## src/rtl/vpu_rr_sched.sv

```systemverilog
// rtl/vpu_rr_sched.sv - round-robin arbiter feeding a single shared VPU delay unit
// One operation runs at a time; done_o pulses D edges after the acceptance edge.
module vpu_rr_sched #(
  parameter int NUM_REQ       = 4,
  parameter int MAX_DELAY_LG2 = 4
) (
  input  logic                               clk,
  input  logic                               rst_n,
  input  logic [NUM_REQ-1:0]                 req_valid_i,
  input  logic [NUM_REQ*MAX_DELAY_LG2-1:0]   req_delay_i,
  output logic [NUM_REQ-1:0]                 req_ready_o,
  output logic [NUM_REQ-1:0]                 done_o,
  output logic                               busy_o,
  output logic [$clog2(NUM_REQ)-1:0]         grant_id_o
);

  localparam int IDW = $clog2(NUM_REQ);
  localparam int DW  = MAX_DELAY_LG2;

  typedef enum logic {IDLE, RUN} state_t;

  state_t           state_q, state_d;
  logic [IDW-1:0]   last_q, last_d;
  logic [IDW-1:0]   gid_q, gid_d;
  logic [DW-1:0]    dly_q, dly_d;
  logic [DW-1:0]    cntr_q, cntr_d;
  logic [NUM_REQ-1:0] done_q, done_d;

  logic [IDW-1:0]   win;
  logic [IDW-1:0]   cand;
  int               cand_i;
  logic             found;
  logic             accept;
  logic [DW-1:0]    d_eff;

  // Search starts just after the last winner and wraps, so the last winner has lowest priority.
  always_comb begin
    win    = last_q;
    found  = 1'b0;
    cand   = '0;
    cand_i = 0;
    for (int k = 1; k <= NUM_REQ; k++) begin
      cand_i = int'(last_q) + k;
      if (cand_i >= NUM_REQ) cand_i = cand_i - NUM_REQ;
      cand = IDW'(cand_i);
      if (!found && req_valid_i[cand]) begin
        win   = cand;
        found = 1'b1;
      end
    end
  end

  assign accept      = rst_n && (state_q == IDLE) && (|req_valid_i);
  assign req_ready_o = accept ? (NUM_REQ'(1) << win) : '0;
  assign d_eff       = (dly_q == '0) ? DW'(1) : dly_q;

  always_comb begin
    state_d = state_q;
    last_d  = last_q;
    gid_d   = gid_q;
    dly_d   = dly_q;
    cntr_d  = cntr_q;
    done_d  = '0;
    case (state_q)
      IDLE: begin
        if (accept) begin
          state_d = RUN;
          last_d  = win;
          gid_d   = win;
          dly_d   = req_delay_i[win*DW +: DW];
          cntr_d  = DW'(1);
        end
      end
      RUN: begin
        if (cntr_q == d_eff) begin
          state_d = IDLE;
          cntr_d  = '0;
          done_d  = NUM_REQ'(1) << gid_q;
        end else begin
          cntr_d  = cntr_q + DW'(1);
        end
      end
      default: state_d = IDLE;
    endcase
  end

  always_ff @(posedge clk) begin
    if (!rst_n) begin
      state_q <= IDLE;
      last_q  <= IDW'(NUM_REQ - 1);
      gid_q   <= '0;
      dly_q   <= '0;
      cntr_q  <= '0;
      done_q  <= '0;
    end else begin
      state_q <= state_d;
      last_q  <= last_d;
      gid_q   <= gid_d;
      dly_q   <= dly_d;
      cntr_q  <= cntr_d;
      done_q  <= done_d;
    end
  end

  assign done_o     = done_q;
  assign busy_o     = (state_q == RUN);
  assign grant_id_o = gid_q;

endmodule
```

## config.mk

```make
export PLATFORM = sky130hd
export DESIGN_NAME = vpu_rr_sched
export DESIGN_NICKNAME = d
export VERILOG_FILES = /design/src/rtl/vpu_rr_sched.sv
export SDC_FILE = /design/constraint.sdc
export NUM_CORES = 1
export LEC_CHECK = 0
export ABC_AREA = 1
export CAP_MARGIN = 30
export CORE_UTILIZATION = 52
export DETAILED_ROUTE_END_ITERATION = 8
export PLACE_DENSITY = 0.85
export SYNTH_ARGS = -nofsm -noshare
export SYNTH_HDL_FRONTEND = slang
export SYNTH_SLANG_ARGS = --single-unit
```

## constraint.sdc

```tcl
create_clock -name clk -period 2.86 [get_ports clk]
set_input_delay 0.715 -clock clk [delete_from_list [all_inputs] [get_ports clk]]
set_output_delay 0.715 -clock clk [all_outputs]
set_load 0.02 [all_outputs]
```

# After elaboration in Yosys (flattened, before gate mapping)
# Index checks and enable logic that the tools add are counted.
dict set report totals {
  inputBits 22
  wordCells 68
  regBits 17
}
dict set report op_classes {
  magnitude_cmp 8
  bitwise 1
  n_eq_ne 2
  n_reduce_logical 12
  n_addsub 9
  muxes 27
  shifts 3
}
# cell count
set op_table {}
lappend op_table {{$mux 2} 8}
lappend op_table {{$mux 4} 4}
lappend op_table {{$shiftx 16x5->4} 1}
lappend op_table {{$lt 2x3->1 const B} 4}
lappend op_table {{$ge 3x3->1 const B} 3}
lappend op_table {{$mux 1} 9}
lappend op_table {{$bmux 1 s2} 4}
lappend op_table {{$pmux 4 s2} 1}
lappend op_table {{$shl 1x2->4 const A} 2}
lappend op_table {{$sub 2x1->2 const B} 4}
lappend op_table {{$add 2x2->3 const B} 2}
lappend op_table {{$logic_and 1x1->1} 5}
lappend op_table {{$add 2x3->4 const B} 1}
lappend op_table {{$add 4x1->4 const B} 1}
lappend op_table {{$eq 4x4->1} 1}
lappend op_table {{$ge 4x3->1 const B} 1}
lappend op_table {{$logic_not 4->1} 1}
lappend op_table {{$reduce_or 4->1} 1}
lappend op_table {{$add 2x1->3 const B} 1}
lappend op_table {{$logic_not 1->1} 3}
lappend op_table {{$reduce_and 3->1} 1}
lappend op_table {{$ne 2x2->1 const B} 1}
lappend op_table {{$pmux 1 s2} 1}
lappend op_table {{$reduce_and 2->1} 1}
lappend op_table {{$not 1->1} 1}

# Longest topological paths before layout
# Gate-level depths: netlist (run 1).
dict set report depth {
  depth_word 17
  ltp_mapped 13
  depth_no_buf 13
}

# Least setup slack after synthesis (run 1)
# Ideal clock, no wire load.
dict set report synth_timing {
  kind {input to output}
  start {in req_valid_i[1]}
  end {out req_ready_o[1]}
  t_required_ns 2.145
  stages 11
  slack_ns 0.360
  arrival_time_ns 1.785
  path_cell_list {nand2_1 -> nand2_4 -> nand2_4 -> nand2_4 -> inv_6 -> nand3_4 -> nand2_4 -> inv_1 -> nor2_1 -> inv_1 -> nor2_1}
}
dict set report synth_via {
  elab_chain_cells 14
}
# item line
set synth_rtl {}
lappend synth_rtl {{from (decl)} 9} ;# input logic [NUM_REQ-1:0] req_valid_i,
lappend synth_rtl {{$bmux 1 s2} 46} ;# if (!found && req_valid_i[cand]) begin
lappend synth_rtl {{$mux 1 (not written as such)} 46}
lappend synth_rtl {{$mux 1} 46}
lappend synth_rtl {{$logic_not 1->1} 46}
lappend synth_rtl {{$logic_and 1x1->1} 46}
lappend synth_rtl {{$mux 1} 46}
lappend synth_rtl {{$logic_not 1->1} 46}
lappend synth_rtl {{$logic_and 1x1->1} 46}
lappend synth_rtl {{$mux 1} 46}
lappend synth_rtl {{$logic_not 1->1} 46}
lappend synth_rtl {{$logic_and 1x1->1} 46}
lappend synth_rtl {{$mux 2} 46}
lappend synth_rtl {{$shl 1x2->4} 54} ;# assign req_ready_o = accept ? (NUM_REQ'(1) << win) : '0;
lappend synth_rtl {{$mux 4 *} 54}
lappend synth_rtl {{to (decl)} 11} ;# output logic [NUM_REQ-1:0] req_ready_o,
# Every way passes the cells marked *; elsewhere a longest branch is shown, timed or not. The select of a mux whose other input is x is not followed.

# Final worst setup path (run 1)
dict set report layout_timing {
  start {in req_valid_i[0]}
  end {out req_ready_o[1]}
}
# The elaborated chain is that of the path after synthesis.

==> reports/qor.yml, run 1 <==
routed_via_density: 5.236
die_h_um: 51.18
holdBufCountCts: 0
cts_setup_buffers: 0
setup_viol: 0
rows: 17
syn_to_final_growth_pct: 43.28
grt_pass1_wl_mm: 5.520
place_hpwl_mm: 2.678
cp-end-kind: "primary output"
synth-simple-area-share_pct: 53.93
remaining_drc_errors: 0
hold_viol: 0
core_area_mm2: 0.002255
p_total_uw: 2111
htree_levels: 1
vdd_drop_max_v: 0.0008029
r2r_cells: 14
ys_seq_area_share_pct: 27.06
fp.dieW_um: 51.18
tightest_slew_ps: 289.8
min_from: "grant_id_o[0]"
slowest_stage: "dlygate4sd2_1"
synth_ff_type: "dfxtp_1"
clkLatencyLatePin_ps: 300
holdPathStages: 1
status: "complete, no violations"
cts.sinks: 17
antennaDiodeCount: 0
grt_usage_pct: 28.23
synth_compound_area_share_pct: 6.567
synth-async-reset-ratio_pct: 0
antenna_found_initial: 0
post_synth_num_cell_types: 22
crit_path_cell_trace: "dlygate4sd2_1 -> nand2_2 -> nand2_4 -> nand2_2 -> nand2_4 -> buf_4 -> nand3_4 -> inv_2 -> nand2_2 -> nand2_2 -> nor2_2 -> buf_4"
hold_end: "done_o[2]"
grt-ovfl-total: 0
slew_headroom_pct: 80.52
rsz0062_at_grt: "true"
worst-path-max-fanout: 4
critPathArrivalTime_ps: 2040
synth_fa_ha_area_share_pct: 0.9950
die_area_mm2: 0.002619
ys_ff_latch: 17
r2r_setup_slack_ps: 930
cap_viol_max_count: 0
cp_num_buf_inv: 4
drive_gt1_share_pct: 30.21
synthMuxAreaShare_pct: 0
critPathKind: "in2out"
synth.net_count: 202
synth.top_cell.area_share_pct: 27.06
finalWeightedCongestion: 0.8540
dpl_worst_slack_ps: -651.7
slowest_delay_ps: 270
synth_xor_area_share_pct: 4.179
critPathTopFamily: "simple AND/OR/NAND/NOR gates"
fin_crit_sh_pct: 96.19
ys_warn_count: 0
drt_iter0_drc: 16
worstReg2RegEnd: "dly_q[1]"
wl_mm: 3.228
vias: 1377
synth_top_family_by_area: "simple AND/OR/NAND/NOR gates"
grt_pass1_vias: 1363
netlist_instances: 179
synth_area_mm2: 0.001257
cts_root_buf: "clkbuf_4"
firstDrtPassIters: 4
cts_buffer_depth: 2
post_cts_resized: 22
slew_viol_final: 0
period_minus_slack_ps: 2751
drt.antenna.violating_nets: 0
power_density_mw_per_mm2: 1172
ys_top_cells_by_area: "dfxtp_1 27%, nand2_4 13%, nand3_1 12%"
fmax_ghz: 0.3635
io_buffers: 32
start_util_pct: 55.77
nNetsFinal: 259
synth-edff-count: 0
ios: 33
grt_max_degree: 14
tritoncts: "done"
finClkSkew_ps: 8.826
wl_per_cell_um: 12.27
cp-start-kind: "input pin"
fillCellCount: 169
cp_data_required_time_ps: 2140
clkSlewWorstSetupHoldPaths_ps: 100
rr_startpoint: "last_q[0]"
min_path_type: "reg2reg"
crit_top_cell: "nand2_2"
cellLeakagePower_uw: 0.0008697
setup_ws_ps: 108.8
avgSynthCellArea_um2: 7.025
cts-buffers-inserted: 3
yosys.area.top_type: "dfxtp_1"
[logic make-up (layout without fill, tap and decap cells)]
group	Yosys count	after routing
fa+ha+maj	1	1
flops	17	17
xor+xnor	6	6
buf+inv	21	77
compound gates	15	15
simple gates	119	119
[power by group]
part           total [uW]  switching (uW)  internal [uW]
Clock                 129            77.1           52.2
Combinational        1590             911            678
Sequential            392            79.6            313
Total                2110            1070           1040
[layout by cell type (no fill, tap or decap), types with 4 or more instances in the layout]
master / n
nand2_1: 37
nand3_1: 30
clkdlybuf4s50_1: 24
buf_4: 22
dfxtp_1: 16
nand2_4: 15
inv_1: 15
nand2_2: 13
nor2_1: 12
a21oi_1: 8
xor2_1: 4
[through the flow]
stage / utilization, % / instances / TNS (ps) / hold WS, ps / instance area [um^2]
2_1_floorplan: - / 179 / 0 / 445.7 / 1257
3_3_place_gp: 78.75 / 259 / -2203 / 442.8 / 1775
3_5_place_dp: 78.75 / 259 / -2444 / 445.7 / 1775
4_1_cts: 79.63 / 263 / 0 / 470.7 / 1795
5_1_grt: 79.91 / 263 / -2.387 / 502.5 / 1802
6_report: 79.91 / 263 / 0 / 466.3 / 1802
[final cells by class]
class	count	area, um^2	share of cell area, %
multi-input combinational	141	844.6	46.87
timing repair buffer	54	474.2	26.32
sequential	17	341.6	18.96
inverter	19	78.83	4.375
tap	28	35.03	1.944
clock buffer	3	22.52	1.250
clock inverter	1	5.005	0.2778
[flip-flops by register name (all words and copies together) (netlist names)]
| register | cells |
|---|---|
| cntr_q | 4 |
| dly_q | 4 |
| done_o | 4 |
| grant_id_o | 2 |
| last_q | 2 |
| busy_o | 1 |
[layer usage]
metal / vias to the layer above / part of all wire, % / GRT usage (%)
met5: - / 0 / 0
met4: 0 / 0.90 / 9.259
met3: 4 / 4.9 / 8.929
met2: 53 / 51 / 49.56
met1: 622 / 43 / 31.94
li1: 698 / - / -
[worst max-delay path by stage]
stage	from	slack (ps)	cells after the start	to
final	req_valid_i[0]	110	12	req_ready_o[1]
after global routing	req_valid_i[0]	-2	12	req_ready_o[1]
after CTS	req_valid_i[2]	8	11	req_ready_o[0]
after detailed placement	req_valid_i[2]	-650	11	req_ready_o[1]
after global placement	req_valid_i[2]	-580	14	req_ready_o[1]
after floorplan	req_valid_i[1]	360	11	req_ready_o[1]
[cells in the mapped netlist (all sizes together) (2+ instances only)]
cell and instances:
o21ai 4, nand2 65, a21oi 8, nand4 3, nand3 35, o31ai 3
nor3 2, inv 19, xor2 4, xnor2 2, dfxtp 17, nor2 13
Note: power is estimated with default switching activity, not from simulation.
==> run 2, diff against run 1 <==
--- a/config.mk
+++ b/config.mk
@@ -7,9 +7,11 @@
 export LEC_CHECK = 0
 export ABC_AREA = 1
 export CAP_MARGIN = 30
-export CORE_UTILIZATION = 52
+export CELL_PAD_IN_SITES_DETAIL_PLACEMENT = 1
+export CELL_PAD_IN_SITES_GLOBAL_PLACEMENT = 2
+export CORE_UTILIZATION = 28
 export DETAILED_ROUTE_END_ITERATION = 8
-export PLACE_DENSITY = 0.85
+export PLACE_DENSITY_LB_ADDON = 0.1
 export SYNTH_ARGS = -nofsm -noshare
 export SYNTH_HDL_FRONTEND = slang
 export SYNTH_SLANG_ARGS = --single-unit
==> reports/qor.yml, run 2 (same netlist as run 1, synthesis figures left out) <==
final_common_cell: "nand2_1"
cts-buffers-inserted: 3
fin_crit_sh_pct: 93.26
slew_viol_final: 0
critPathTopFamily: "buffers and inverters"
tns_ps: 0
grt-ovfl-total: 0
swShare_pct: 50.51
grt_pass1_vias: 1397
die_area_mm2: 0.004763
clkSlewWorstSetupHoldPaths_ps: 60
finalWeightedCongestion: 0.7611
slowest_stage: "clkdlybuf4s50_1"
drt_iter0_drc: 38
grt_pass1_wl_mm: 6.292
cp-start-kind: "input pin"
grt_usage_pct: 16.05
fin_util_pct: 41.81
fillCellCount: 565
setup_viol: 0
final_cell_mix: "39 x nand2_1, 31 x nand3_1, 24 x clkdlybuf4s50_1"
firstDrtPassIters: 4
worst-path-max-fanout: 4
wl_per_cell_um: 12.54
fin_area_mm2: 0.001808
clkLatencyLatePin_ps: 250
io_buffers: 32
cts_root_buf: "clkbuf_8"
cp_num_buf_inv: 4
drt.antenna.violating_nets: 0
slew_headroom_pct: 79.04
tightest_slew_ps: 313.3
routed_via_density: 4.744
postPlaceCellArea_mm2: 0.001778
holdBufCountCts: 0
vdd_drop_max_v: 0.0003317
period_minus_slack_ps: 2667
remaining_drc_errors: 0
tritoncts: "done"
min_path_type: "reg2reg"
place_hpwl_mm: 3.034
antennaDiodeCount: 0
vias: 1352
cp-end-kind: "primary output"
rows: 24
htree_levels: 1
power.clock.fraction_pct: 8.4
cts_buffer_depth: 2
cts.sinks: 17
status: "complete, no violations"
cellLeakagePower_uw: 0.0008570
cp_data_required_time_ps: 2140
core_area_mm2: 0.004324
comb_power_share_pct: 73.0
finClkSkew_ps: 2.800
fmax_ghz: 0.3749
grt_max_degree: 14
sequentialPowerShare_pct: 18.6
critPathArrivalTime_ps: 1950
cap_viol_max_count: 0
critPathKind: "in2out"
p_sw_uw: 1057
hold_viol: 0
fp.dieW_um: 69.02
die_h_um: 69.02
antenna_found_initial: 0
crit_top_cell: "inv_1"
crit_path_cell_trace: "clkdlybuf4s50_1 -> inv_1 -> nor2_2 -> nand2_2 -> inv_1 -> nand2_1 -> nor2_1 -> buf_2"
slowest_delay_ps: 470
power_density_mw_per_mm2: 1157
syn_to_final_growth_pct: 43.78
nNetsFinal: 257
wl_mm: 3.573
ios: 33
start_util_pct: 29.08
rsz0062_at_grt: "false"
drive_gt1_share_pct: 29.18
p_int_uw: 1036
==> run 2: per-stage QoR <==
| stage | setup WS (ps) | total power (uW) | instances | hold slack (ps) |
|---|---|---|---|---|
| global placement | -580.7 | 1918 | 281 | 443.0 |
| detailed placement | -644.6 | 1953 | 281 | 460.9 |
| global route | 52.48 | 2320 | 285 | 482.6 |
| CTS | 49.80 | 2123 | 285 | 471.9 |
| floorplan | 360.4 | 1407 | 179 | 445.7 |
| finish | 192.7 | 2093 | 285 | 461.7 |
==> run 2: area by class of cell <==
cell class / instances / area [um^2] / area share [%]
Inverter: 19 / 76.32 / 4.221
Clock buffer: 4 / 45.04 / 2.491
Tap cell: 52 / 65.06 / 3.599
Multi-Input combinational cell: 141 / 845.8 / 46.78
Sequential cell: 17 / 340.3 / 18.82
Timing Repair Buffer: 52 / 435.4 / 24.08
==> run 2: power by group through the flow <==
stage / clock network [uW] / registers [uW] / logic [uW]
3_5_place_dp: 0 / 395 / 1560
5_1_grt: 199 / 401 / 1720
6_report: 175 / 389 / 1530
2_1_floorplan: 0 / 404 / 1000
3_3_place_gp: 0 / 393 / 1520
4_1_cts: 185 / 389 / 1550
==> run 2: worst paths after layout <==
| kind | slack (ps) | endpoint | cells past startpoint | start |
|---|---|---|---|---|
| worst min register to register | 460 | done_o[2] | 1 | grant_id_o[0] |
| worst min-delay path | 460 | done_o[2] | 1 | grant_id_o[0] |
| worst max register to register | 970 | dly_q[0] | 11 | last_q[1] |
| worst max-delay path | 190 | req_ready_o[2] | 8 | rst_n |
==> run 2: what timing repair did <==
item,CTS,global route
setup buffers,0,0
resized for setup,23,13
endpoints found under the setup margin,4,4
pin swaps,0,1
==> run 2: metal layers <==
metal  global-route usage (%)  routed length (um)
met1                    20.99                1592
met2                    26.97                1752
met3                    3.947                 200
met4                    2.721                  27
met5                        0                   0
==> run 3, diff against run 2 <==
--- a/config.mk
+++ b/config.mk
@@ -5,11 +5,11 @@
 export SDC_FILE = /design/constraint.sdc
 export NUM_CORES = 1
 export LEC_CHECK = 0
-export ABC_AREA = 1
+export ABC_AREA = 0
 export CAP_MARGIN = 30
 export CELL_PAD_IN_SITES_DETAIL_PLACEMENT = 1
 export CELL_PAD_IN_SITES_GLOBAL_PLACEMENT = 2
-export CORE_UTILIZATION = 28
+export CORE_UTILIZATION = 27
 export DETAILED_ROUTE_END_ITERATION = 8
 export PLACE_DENSITY_LB_ADDON = 0.1
 export SYNTH_ARGS = -nofsm -noshare
==> reports/qor.yml, run 3 <==
cp_num_buf_inv: 3
cap_viol_max_count: 0
postPlaceCellArea_mm2: 0.001470
wl_mm: 2.871
grt_pass1_wl_mm: 4.781
finalWeightedCongestion: 0.8022
slowest_stage: "a221o_1"
post_synth_num_cell_types: 37
slowest_delay_ps: 430
place_hpwl_mm: 2.305
period_minus_slack_ps: 2745
synth.net_count: 136
worst-path-max-fanout: 3
fin_crit_sh_pct: 95.97
yosysMostFrequentCell: "dfxtp_1"
status: "complete, no violations"
holdBufCountCts: 0
power_density_mw_per_mm2: 797.4
syn_to_final_growth_pct: 61.22
rsz0062_at_grt: "false"
synth-async-reset-ratio_pct: 0
clkSlewWorstSetupHoldPaths_ps: 100
hold_viol: 0
rr_startpoint: "last_q[0]"
start_util_pct: 28.46
ys_warn_count: 0
finalNonFillerCells: 212
critPathTopFamily: "compound AO/OA/AOI/OAI gates"
fin_area_mm2: 0.001555
die_h_um: 61.78
placed_cells: 206
fmax_ghz: 0.3643
avgSynthCellArea_um2: 8.537
startpoint: "req_valid_i[0]"
ys_seq_area_share_pct: 35.28
ys_ff_latch: 17
io_buffers: 32
final_common_cell: "buf_4"
drt_iter0_drc: 26
cp_data_required_time_ps: 2140
drt.antenna.violating_nets: 0
slew_viol_final: 0
crit_path_cell_trace: "dlygate4sd2_1 -> inv_1 -> a21o_1 -> a221o_1 -> nor3_4 -> buf_4"
wl_per_cell_um: 13.54
drive_gt1_share_pct: 25.90
die_area_mm2: 0.003816
cellLeakagePower_uw: 0.0006814
cts_buffer_depth: 2
remaining_drc_errors: 0
routed_via_density: 4.943
grt_pass1_vias: 1091
rows: 21
cts.sinks: 17
ys_top_cells_by_area: "dfxtp_1 35%, and3_1 6.5%, a211oi_1 6.2%"
finClkSkew_ps: 2.106
min_from: "dly_q[0]"
grt_max_degree: 19
critPathArrivalTime_ps: 2030
yosys.area.top_type: "dfxtp_1"
synth_ff_type: "dfxtp_1"
htree_levels: 1
fillCellCount: 408
final_cell_mix: "26 x buf_4, 23 x clkdlybuf4s50_1, 17 x dfxtp_1"
cp-start-kind: "input pin"
slew_headroom_pct: 68.68
core_area_mm2: 0.003390
ios: 33
clkLatencyLatePin_ps: 280
cts_root_buf: "clkbuf_4"
fp.dieW_um: 61.78
cts-buffers-inserted: 3
tightest_slew_ps: 469.8
grt-ovfl-total: 0
netlist_instances: 113
vdd_drop_max_v: 0.0002619
grt_usage_pct: 16.88
min_path_type: "reg2reg"
cp-end-kind: "primary output"
synth.top_cell.area_share_pct: 35.28
nNetsFinal: 190
tritoncts: "done"
synth_area_um2: 964.7
critPathKind: "in2out"
firstDrtPassIters: 4
synth-edff-count: 0
vias: 1048
yosys-top-cells-count: "17 x dfxtp_1, 10 x and3_1, 8 x a211oi_1, 8 x o21ai_0"
antennaDiodeCount: 0
setup_viol: 0
antenna_found_initial: 0
-- run 3: cell count changes after synthesis, sizes merged, moves of 4 or more --
cell,change
nand2,-60
o21ai,+5
nor2,-8
a21oi,-4
a211oi,+8
and3,+10
nor3,+4
nand3,-29
inv,-15
-- run 3: worst register-to-register path, cell delays in order, from the launching register on --
cell	delay [ps]
dfxtp_1	510
nor2b_4	80
a21o_1	180
buf_4	150
a221oi_4	350
buf_4	170
buf_4	110
a211oi_1	50
o31ai_1	210
-- run 3: cells by family after synthesis --
kind of cell	after synthesis	synth area share [%]
compound gates	35	27.50
xor+xnor	3	2.724
fa+ha+maj	1	1.297
buf+inv	9	3.890
flops	17	35.28
simple gates	48	29.31
-- run 3: cell type report --
class | count | area (um^2) | share of cell area, %
Tap cell | 46 | 57.56 | 3.701
Sequential cell | 17 | 340.3 | 21.88
Clock buffer | 3 | 22.52 | 1.448
Timing Repair Buffer | 54 | 473.0 | 30.41
Clock inverter | 1 | 5.005 | 0.3218
Inverter | 4 | 15.01 | 0.9654
Multi-Input combinational cell | 87 | 641.9 | 41.27
-- run 3: per-layer routing --
layer  share of wire (%)  track usage, %  up-vias  wire (um)
met3                 3.1           1.449        0         89
met2                  53           32.26       26       1509
li1                    -               -      537          -
met4                   0           3.810        0          0
met5                   0               0        -          0
met1                  44           20.33      485       1272
-- run 3: what timing repair did --
item,in CTS,in global routing
pin swaps,6,2
setup buffers,2,0
setup endpoints to repair,4,3
gates resized for setup,35,6
-- run 3: path summary, 6_finish.rpt --
path | endpoint | slack [ps] | depth (start not counted)
setup reg to reg | dly_q[3] | 970 | 8
hold reg to reg | dly_q[0] | 490 | 2
hold / removal | dly_q[0] | 490 | 2
setup / recovery | req_ready_o[0] | 120 | 6
-- run 3: power by group --
part | switching (uW) | internal, uW | total [uW] | leakage [uW]
registers | 83.6 | 308 | 392 | 0.000140
logic | 366 | 356 | 722 | 0.000524
clock network | 74.1 | 51.8 | 126 | 0.0000177
total | 524 | 716 | 1240 | 0.000681
-- run 3: through the flow --
stage	hold WS [ps]	utilization (%)	setup WS (ps)	total power, uW	TNS [ps]
2_1_floorplan	459.8	-	94.26	779.4	0
3_3_place_gp	484.7	43.37	-566.9	1043	-2172
3_5_place_dp	474.1	43.37	-636.0	1074	-2367
4_1_cts	488.4	45.52	14.35	1246	0
5_1_grt	535.3	45.88	26.28	1348	0
6_report	489.3	45.88	115.2	1240	0
